## src/rtl/regfile_pkg.sv

```systemverilog
// regfile_pkg: shared FSM state encoding and default geometry for the register file
package regfile_pkg;
  typedef enum logic {ST_IDLE, ST_CLEAR} state_t;
  localparam int DATA_W_DEF = 32;
  localparam int ADDR_W_DEF = 5;
endpackage

```

## src/rtl/regfile_scoreboard.sv

```systemverilog
// regfile_scoreboard: per-register pending bits (set wins over clear on the same entry), ports clk_regs/rst_n, set/clr strobes+addresses, two lookup addresses -> busy bits
module regfile_scoreboard #(
  parameter int ADDR_W = 5
) (
  input  logic              clk_regs,
  input  logic              rst_n,
  input  logic              set_en,
  input  logic [ADDR_W-1:0] set_addr,
  input  logic              clr_en,
  input  logic [ADDR_W-1:0] clr_addr,
  input  logic [ADDR_W-1:0] addr_a,
  input  logic [ADDR_W-1:0] addr_b,
  output logic              busy_a,
  output logic              busy_b
);
  localparam int DEPTH = 2**ADDR_W;
  logic [DEPTH-1:0] pend;
  always_ff @(posedge clk_regs or negedge rst_n) begin
    if (!rst_n) pend <= '0;
    else begin
      if (clr_en) pend[clr_addr] <= 1'b0;
      if (set_en) pend[set_addr] <= 1'b1;
    end
  end
  assign busy_a = pend[addr_a];
  assign busy_b = pend[addr_b];
endmodule

```

## src/rtl/regfile_scb.sv

```systemverilog
// regfile_scb: 2R/1W register file with pending scoreboard, write bypass and sequenced clear; ports read A/B addr->data/busy, issue, writeback, Clr_Req->Clr_Busy
module regfile_scb
  import regfile_pkg::*;
#(
  parameter int DATA_W   = DATA_W_DEF,
  parameter int ADDR_W   = ADDR_W_DEF,
  parameter bit ZERO_REG = 1'b1,
  parameter bit BYPASS   = 1'b1
) (
  input  logic              clk_regs,
  input  logic              rst_n,
  input  logic [ADDR_W-1:0] R_ADDR_A,
  input  logic [ADDR_W-1:0] R_ADDR_B,
  output logic [DATA_W-1:0] R_Data_A,
  output logic [DATA_W-1:0] R_Data_B,
  output logic              R_Busy_A,
  output logic              R_Busy_B,
  input  logic              Iss_Valid,
  input  logic [ADDR_W-1:0] Iss_ADDR,
  input  logic              Reg_Write,
  input  logic [ADDR_W-1:0] W_ADDR,
  input  logic [DATA_W-1:0] W_Data,
  input  logic              Clr_Req,
  output logic              Clr_Busy
);
  localparam int DEPTH = 2**ADDR_W;
  state_t state, state_d;
  logic [ADDR_W-1:0] cnt, cnt_d;
  logic [DATA_W-1:0] mem [DEPTH];
  logic idle, wr_ok, iss_ok, zero_a, zero_b, byp_a, byp_b, pend_a, pend_b;
  assign idle   = state == ST_IDLE;
  assign wr_ok  = idle && Reg_Write && !(ZERO_REG && W_ADDR == '0);
  assign iss_ok = idle && Iss_Valid && !(ZERO_REG && Iss_ADDR == '0);
  always_comb begin
    state_d = idle ? (Clr_Req ? ST_CLEAR : ST_IDLE) : (&cnt ? ST_IDLE : ST_CLEAR);
    cnt_d   = idle ? '0 : cnt + 1'b1;
  end
  always_ff @(posedge clk_regs or negedge rst_n) begin
    if (!rst_n) begin
      state <= ST_IDLE;
      cnt   <= '0;
    end else begin
      state <= state_d;
      cnt   <= cnt_d;
    end
  end
  always_ff @(posedge clk_regs or negedge rst_n) begin
    if (!rst_n) mem <= '{default: '0};
    else if (wr_ok) mem[W_ADDR] <= W_Data;
    else if (!idle) mem[cnt] <= '0;
  end
  regfile_scoreboard #(.ADDR_W(ADDR_W)) u_scb (
    .clk_regs (clk_regs),
    .rst_n    (rst_n),
    .set_en   (iss_ok),
    .set_addr (Iss_ADDR),
    .clr_en   (wr_ok || !idle),
    .clr_addr (idle ? W_ADDR : cnt),
    .addr_a   (R_ADDR_A),
    .addr_b   (R_ADDR_B),
    .busy_a   (pend_a),
    .busy_b   (pend_b)
  );
  assign zero_a   = ZERO_REG && R_ADDR_A == '0;
  assign zero_b   = ZERO_REG && R_ADDR_B == '0;
  assign byp_a    = BYPASS && wr_ok && W_ADDR == R_ADDR_A;
  assign byp_b    = BYPASS && wr_ok && W_ADDR == R_ADDR_B;
  assign R_Data_A = zero_a ? '0 : byp_a ? W_Data : mem[R_ADDR_A];
  assign R_Data_B = zero_b ? '0 : byp_b ? W_Data : mem[R_ADDR_B];
  assign R_Busy_A = !zero_a && !byp_a && pend_a;
  assign R_Busy_B = !zero_b && !byp_b && pend_b;
  assign Clr_Busy = !idle;
endmodule

```

## config.mk

```make
export PLATFORM = sky130hd
export DESIGN_NAME = regfile_scb
export DESIGN_NICKNAME = d
export VERILOG_FILES = /design/src/rtl/regfile_pkg.sv /design/src/rtl/regfile_scoreboard.sv /design/src/rtl/regfile_scb.sv
export SDC_FILE = /design/constraint.sdc
export NUM_CORES = 2
export LEC_CHECK = 0
export ABC_AREA = 1
export CAP_MARGIN = 15
export CORE_MARGIN = 5
export CORE_UTILIZATION = 30
export DETAILED_ROUTE_END_ITERATION = 10
export GPL_TIMING_DRIVEN = 1
export HOLD_SLACK_MARGIN = 0.02
export SLEW_MARGIN = 25
export SYNTH_ARGS = -nofsm -noshare
export SYNTH_HDL_FRONTEND = slang
export SYNTH_SLANG_ARGS = --single-unit
```

## constraint.sdc

```tcl
create_clock -name clk_regs -period 2.6 [get_ports clk_regs]
set_input_delay 0.52 -clock clk_regs [delete_from_list [all_inputs] [get_ports clk_regs]]
set_output_delay 0.52 -clock clk_regs [all_outputs]
set_load 0.01 [all_outputs]
```

-- Word level (Yosys, flattened, before mapping)
Cells that the tools add are included.
- logic and storage cells: 119
- input port bits: 57
- bits in registers: 1062
- output and inout bits: 67
- reduce and logical (&&, ||, !) cells: 27
- order comparisons: 12
- eq/ne operators: 2
- multiplexer cells: 32
- bitwise operators: 10
- $add $sub $neg: 1
- operators with widths (kind ; count):
    1024-bit 2-to-1 mux ; 2
    1024-bit AND ; 1
    1024-bit bitwise mux ; 1
    1024-bit NOT ; 1
    32-bit 2-to-1 mux ; 12
    32-bit binary-select mux with 5-bit select ; 2
    32-bit demux with 5-bit select ; 2
    32-bit AND ; 1
    32-bit NOT ; 1
    32-bit bitwise OR ; 1
    6-bit >= comparator (second input constant) ; 4
    5-bit by 6-bit < comparator with 1-bit output (second input constant) ; 4
    5-bit NOT with 6-bit output ; 4
    5-bit zero test ; 4
    1-bit logical AND ; 14
    6-bit by 1-bit < comparator with 1-bit output (second input constant) ; 2
    1-bit binary-select mux with 5-bit select ; 2
    1-bit demux with 5-bit select ; 2
    5-bit equality test ; 2
    5-bit by 1-bit >= comparator with 1-bit output (second input constant) ; 2
    5-bit 2-to-1 mux ; 2
    1-bit 2-to-1 mux ; 7
    1-bit zero test ; 6
    5-bit by 1-bit adder with 5-bit output (second input constant) ; 1
    other kinds (4) ; 4

-- Logic depth before layout (Yosys ltp)
- depth in word-level cells: 10
- gate-level depth with buffers: 13
- gate-level depth less buffers: 10

-- Modules after synthesis
Synthesis repeated with hierarchy kept, for this count alone.
- cell total of the unflattened synthesis: 8532
- area total of the unflattened synthesis: 61163.7 µm²
- by module, submodules not included (module ; cells each ; times used ; area an instance (µm²)):
    regfile_scb ; 8246 ; 1 ; 59181.8
    regfile_scoreboard ; 286 ; 1 ; 1981.9

-- Worst setup path after synthesis
No wires, ideal clock.
- path type: in2out
- from: input R_ADDR_B[3]
- to: output R_Data_B[11]
- arrival: 1.927 ns
- stages on the path: 8
- setup slack: 0.153 ns
- cell sequence: clkbuf_1 xnor2_1 nand2_1 nor3_4 nand2_4 buf_6 buf_2 a21oi_1
- longest elaborated chain between the ends: 6
- elaborated cells between the ends (all ways): 9
- those cells by class: eq/ne: 1; mux: 5; bitwise: 1; reduce/logical: 2
- RTL lines (what ; line ; RTL):
    start, declared ; regfile_scb.sv:13 ; input logic [ADDR_W-1:0] R_ADDR_B,
    5-bit NOT with 6-bit output (not written as such) ; regfile_scb.sv:69 ; assign R_Data_B = zero_b ? '0 : byp_b ? W_Data : mem[R_ADDR_B];
    32-bit binary-select mux with 5-bit select ; regfile_scb.sv:69 ;
    32-bit 2-to-1 mux (not written as such) (2 in series) ; regfile_scb.sv:69 ;
    32-bit 2-to-1 mux ; regfile_scb.sv:69 ;
    32-bit 2-to-1 mux (*) ; regfile_scb.sv:69 ;
    end, declared ; regfile_scb.sv:15 ; output logic [DATA_W-1:0] R_Data_B,
Mark *: on every way between the ends. The rest lies on a longest branch, timed or not. The select of a mux whose other input is x is not followed.

-- Final worst setup path
- from: register state, in the netlist Clr_Busy
- to: output R_Data_B[0]
- longest elaborated chain between the ends: 6
- RTL lines (what ; line ; RTL):
    start, declared ; regfile_scb.sv:27 ; state_t state, state_d;
    start signal, assigned ; regfile_scb.sv:43 ; state <= state_d;
    1-bit NOT ; regfile_scb.sv:31 ; assign idle = state == ST_IDLE;
    1-bit logical AND (2 in series) ; regfile_scb.sv:32 ; assign wr_ok = idle && Reg_Write && !(ZERO_REG && W_ADDR == '0);
    1-bit logical AND ; regfile_scb.sv:67 ; assign byp_b = BYPASS && wr_ok && W_ADDR == R_ADDR_B;
    32-bit 2-to-1 mux (2 in series) ; regfile_scb.sv:69 ;
No other way between the ends.

==> impl_metrics.yaml <==
floorplanning:
  die_w_um: 464
  core.rowCount: 166
  initial_core_util_pct: 30.2
  core_um2: 205000
  io_pins: 124
  die_area_um2: 216000
  die_h_um: 464
layout:
  stdcell_area_um2: 77400
  drive_gt1_share_pct: 14.7
  final_util_pct: 37.8
  final_cell_count_no_fill: 11761
  area_growth_pct: 25.0
  final_cell_mix: "nand2_1, nand3_1, inv_1, dfrtp_1, o22ai_1"
  final_common_cell: "nand2_1"
  final_nets: 9031
synth:
  ys_ff_latch: 1062
  ys_async_sr_fraction_pct: 100
  avgSynthCellArea_um2: 7.12
  synthMuxAreaShare_pct: 0
  synth_area_um2: 62000
  synth-adder-area-share_pct: 0.101
  synth_top_family_by_area: "simple AND/OR/NAND/NOR gates"
  synth_seq_area_share_pct: 42.9
  synth_xor_area_share_pct: 0.113
  synth-edff-count: 0
  synth_cell_type_count: 39
  syn_inst: 8707
  synth-simple-area-share_pct: 27.1
  synth-compound-area-share_pct: 17.2
  syn-num-nets: 8769
  synthFlopType: "dfrtp_1"
  yosysWarningCount: 0
power:
  peakVddDrop_uv: 560
  pwr-share-clk_pct: 38.1
  power_density_nw_per_um2: 600
  switchingPower_mw: 15.6
  leakage_nw: 37.7
  power_mw: 46.4
  p_int_mw: 30.8
  power.share.switching_pct: 33.6
  pwr-share-seq_pct: 37.4
  combPwrFrac_pct: 24.4
clock_network:
  worst_skew_pair.late_latency_ns: 0.81
  cts.sinks: 1062
  cts_buffers: 116
  clockBufferDepth: 3
  clockRootBuffer: "clkbuf_16"
  clk_pin_slew_ns: 0.07
  htree_levels: 3
  cts_tree: "built"
global_routing:
  grt_overflow_total: 0
  antenna_found_initial: 8
  grt_pass1_vias: 64005
  grt_usage_pct: 26.1
  grt_pass1_wl_mm: 430
  grt_max_degree: 92
worst_setup_path:
  path_class: "reg -> out"
  critPathLaunch: "Clr_Busy"
  worst_path_max_delay_cell: "dfrtp_1"
  path_buf_inv: 7
  cp-end-kind: "output port"
  timing.rr.start: "Clr_Busy"
  path_common_cell: "buf_12"
  slowest_delay_ns: 0.40
  critPathMaxFanout: 4
  path_depth: 13
  start_kind: "flop"
  r2r-end: "mem[98]"
  cp-endpoint: "R_Data_B[0]"
  r2r_setup_slack_ns: 0.17
  path_cells: "nor2_4 -> nand2_8 -> inv_8 -> buf_6 -> nand2_8 -> buf_12 -> buf_12 -> buf_12 -> buf_6 -> nand2_2 -> nor2_1 -> nor2_1 -> buf_2"
  critPathArrivalTime_ns: 2.55
  ff2ff_path_depth: 12
  cp_top_family: "buffers and inverters"
  worstPathRequired_ns: 2.08
sta:
  rsz0062_at_grt: "true"
  setup_viol: 66
  hold_viol: 0
  clock.fmax_ghz: 0.326
  tightest_slew_ns: 0.718
  min_period_ns: 3.07
  fin_skew_ns: 0.0430
  period_share_pct: 118
  setup_slack_ns: -0.470
  relSlewSlack_pct: 52.1
  finalMaxSlewViolations: 0
run_status:
  violations: "negative setup slack"
  status: "finished, violations left"
placement:
  dp.cells: 11497
  placed_area_um2: 72500
  io_buffers: 123
  gp_congestion: 0.973
  hpwlAfterDp_mm: 195
  place_worst_setup_slack_ns: -0.863
detailed_routing:
  via_per_inst: 5.69
  routed_wl_mm: 293
  drt_first_pass_iters: 9
  detail-route-antenna-nets: 0
  drt_iter0_drc: 8995
  routedWlPerCell_um: 24.9
  vias: 66915
  drc: 0
run:
  maxCapViolations: 0
min_path:
  min_path_type: "in -> async"
state kept, by name, indices dropped and copies added, names as in the netlist:
| signal | flops |
|---|---|
| u_scb.pend | 32 |
| cnt | 5 |
| mem | 1024 |
| Clr_Busy | 1 |
worst min-delay path by stage:
stage,start,endpoint,slack [ns],cells after the start
6_report,rst_n,mem[910],0.36,2
5_1_grt,rst_n,mem[910],0.38,2
4_1_cts,rst_n,mem[910],0.33,2
3_5_place_dp,mem[999],mem[999],0.45,2
3_3_place_gp,mem[1001],mem[1001],0.45,2
2_1_floorplan,rst_n,Clr_Busy,0.22,0
power groups by stage:
stage | combinational, mW | clock [mW] | sequential, mW
floorplan | 5.33 | 0 | 17.6
detailed placement | 10.9 | 0 | 17.7
finish | 11.3 | 17.7 | 17.4
global route | 11.8 | 18.6 | 17.4
CTS | 11.0 | 17.9 | 17.4
global placement | 10.9 | 0 | 17.6
cells by family after synthesis:
kind of cell	after synthesis
compound gates	1752
xor+xnor	8
fa+ha+maj	5
buf+inv	1905
flops	1062
simple gates	3975
through the flow:
step                      TNS, ns  hold WS, ns
final                      -23.98        0.365
after global placement    -193.89        0.449
after global routing       -28.52        0.379
after CTS                  -23.83        0.333
after detailed placement  -212.40        0.452
after floorplan                 0        0.224
Yosys cell counts (30+ instances only):
master	n	area (um2)
clkbuf_1	384	1440
nand3_1	1335	6680
inv_2	30	113
nand2_1	2381	8940
buf_2	234	1170
o22ai_1	683	4270
o22ai_2	36	450
nor2_1	222	833
a21oi_1	178	891
buf_6	38	428
dfrtp_1	1062	26600
o211ai_1	242	1820
inv_1	1114	4180
buf_1	77	289
o21ai_0	560	2800
layer usage:
metal / share of wire, % / vias to the layer above / GRT usage, %
li1: - / 29167 / -
met1: 38 / 32104 / 34.3
met2: 42 / 4571 / 38.7
met3: 13 / 1071 / 7.56
met4: 6.7 / 2 / 14.4
met5: 0.0024 / - / 0
repair_timing:
item                                    4_1_cts  5_1_grt
gates resized for setup                     473       67
buffers inserted                             34        9
endpoints found under the hold margin        23        0
cloned                                        8        1
hold buffers                                  1        0
endpoints found under the setup margin       67       66
pin swaps                                    33       35
layout make-up:
cell class	instances	area, um2
Fill cell	20848	128000
Multi-Input combinational cell	5740	28300
Sequential cell	1062	26600
Timing Repair Buffer	903	10900
Inverter	1146	4350
Tap cell	2688	3360
Clock buffer	157	3250
Clock inverter	60	747
Antenna cell	5	12.5
(Power assumes the default switching activity.)
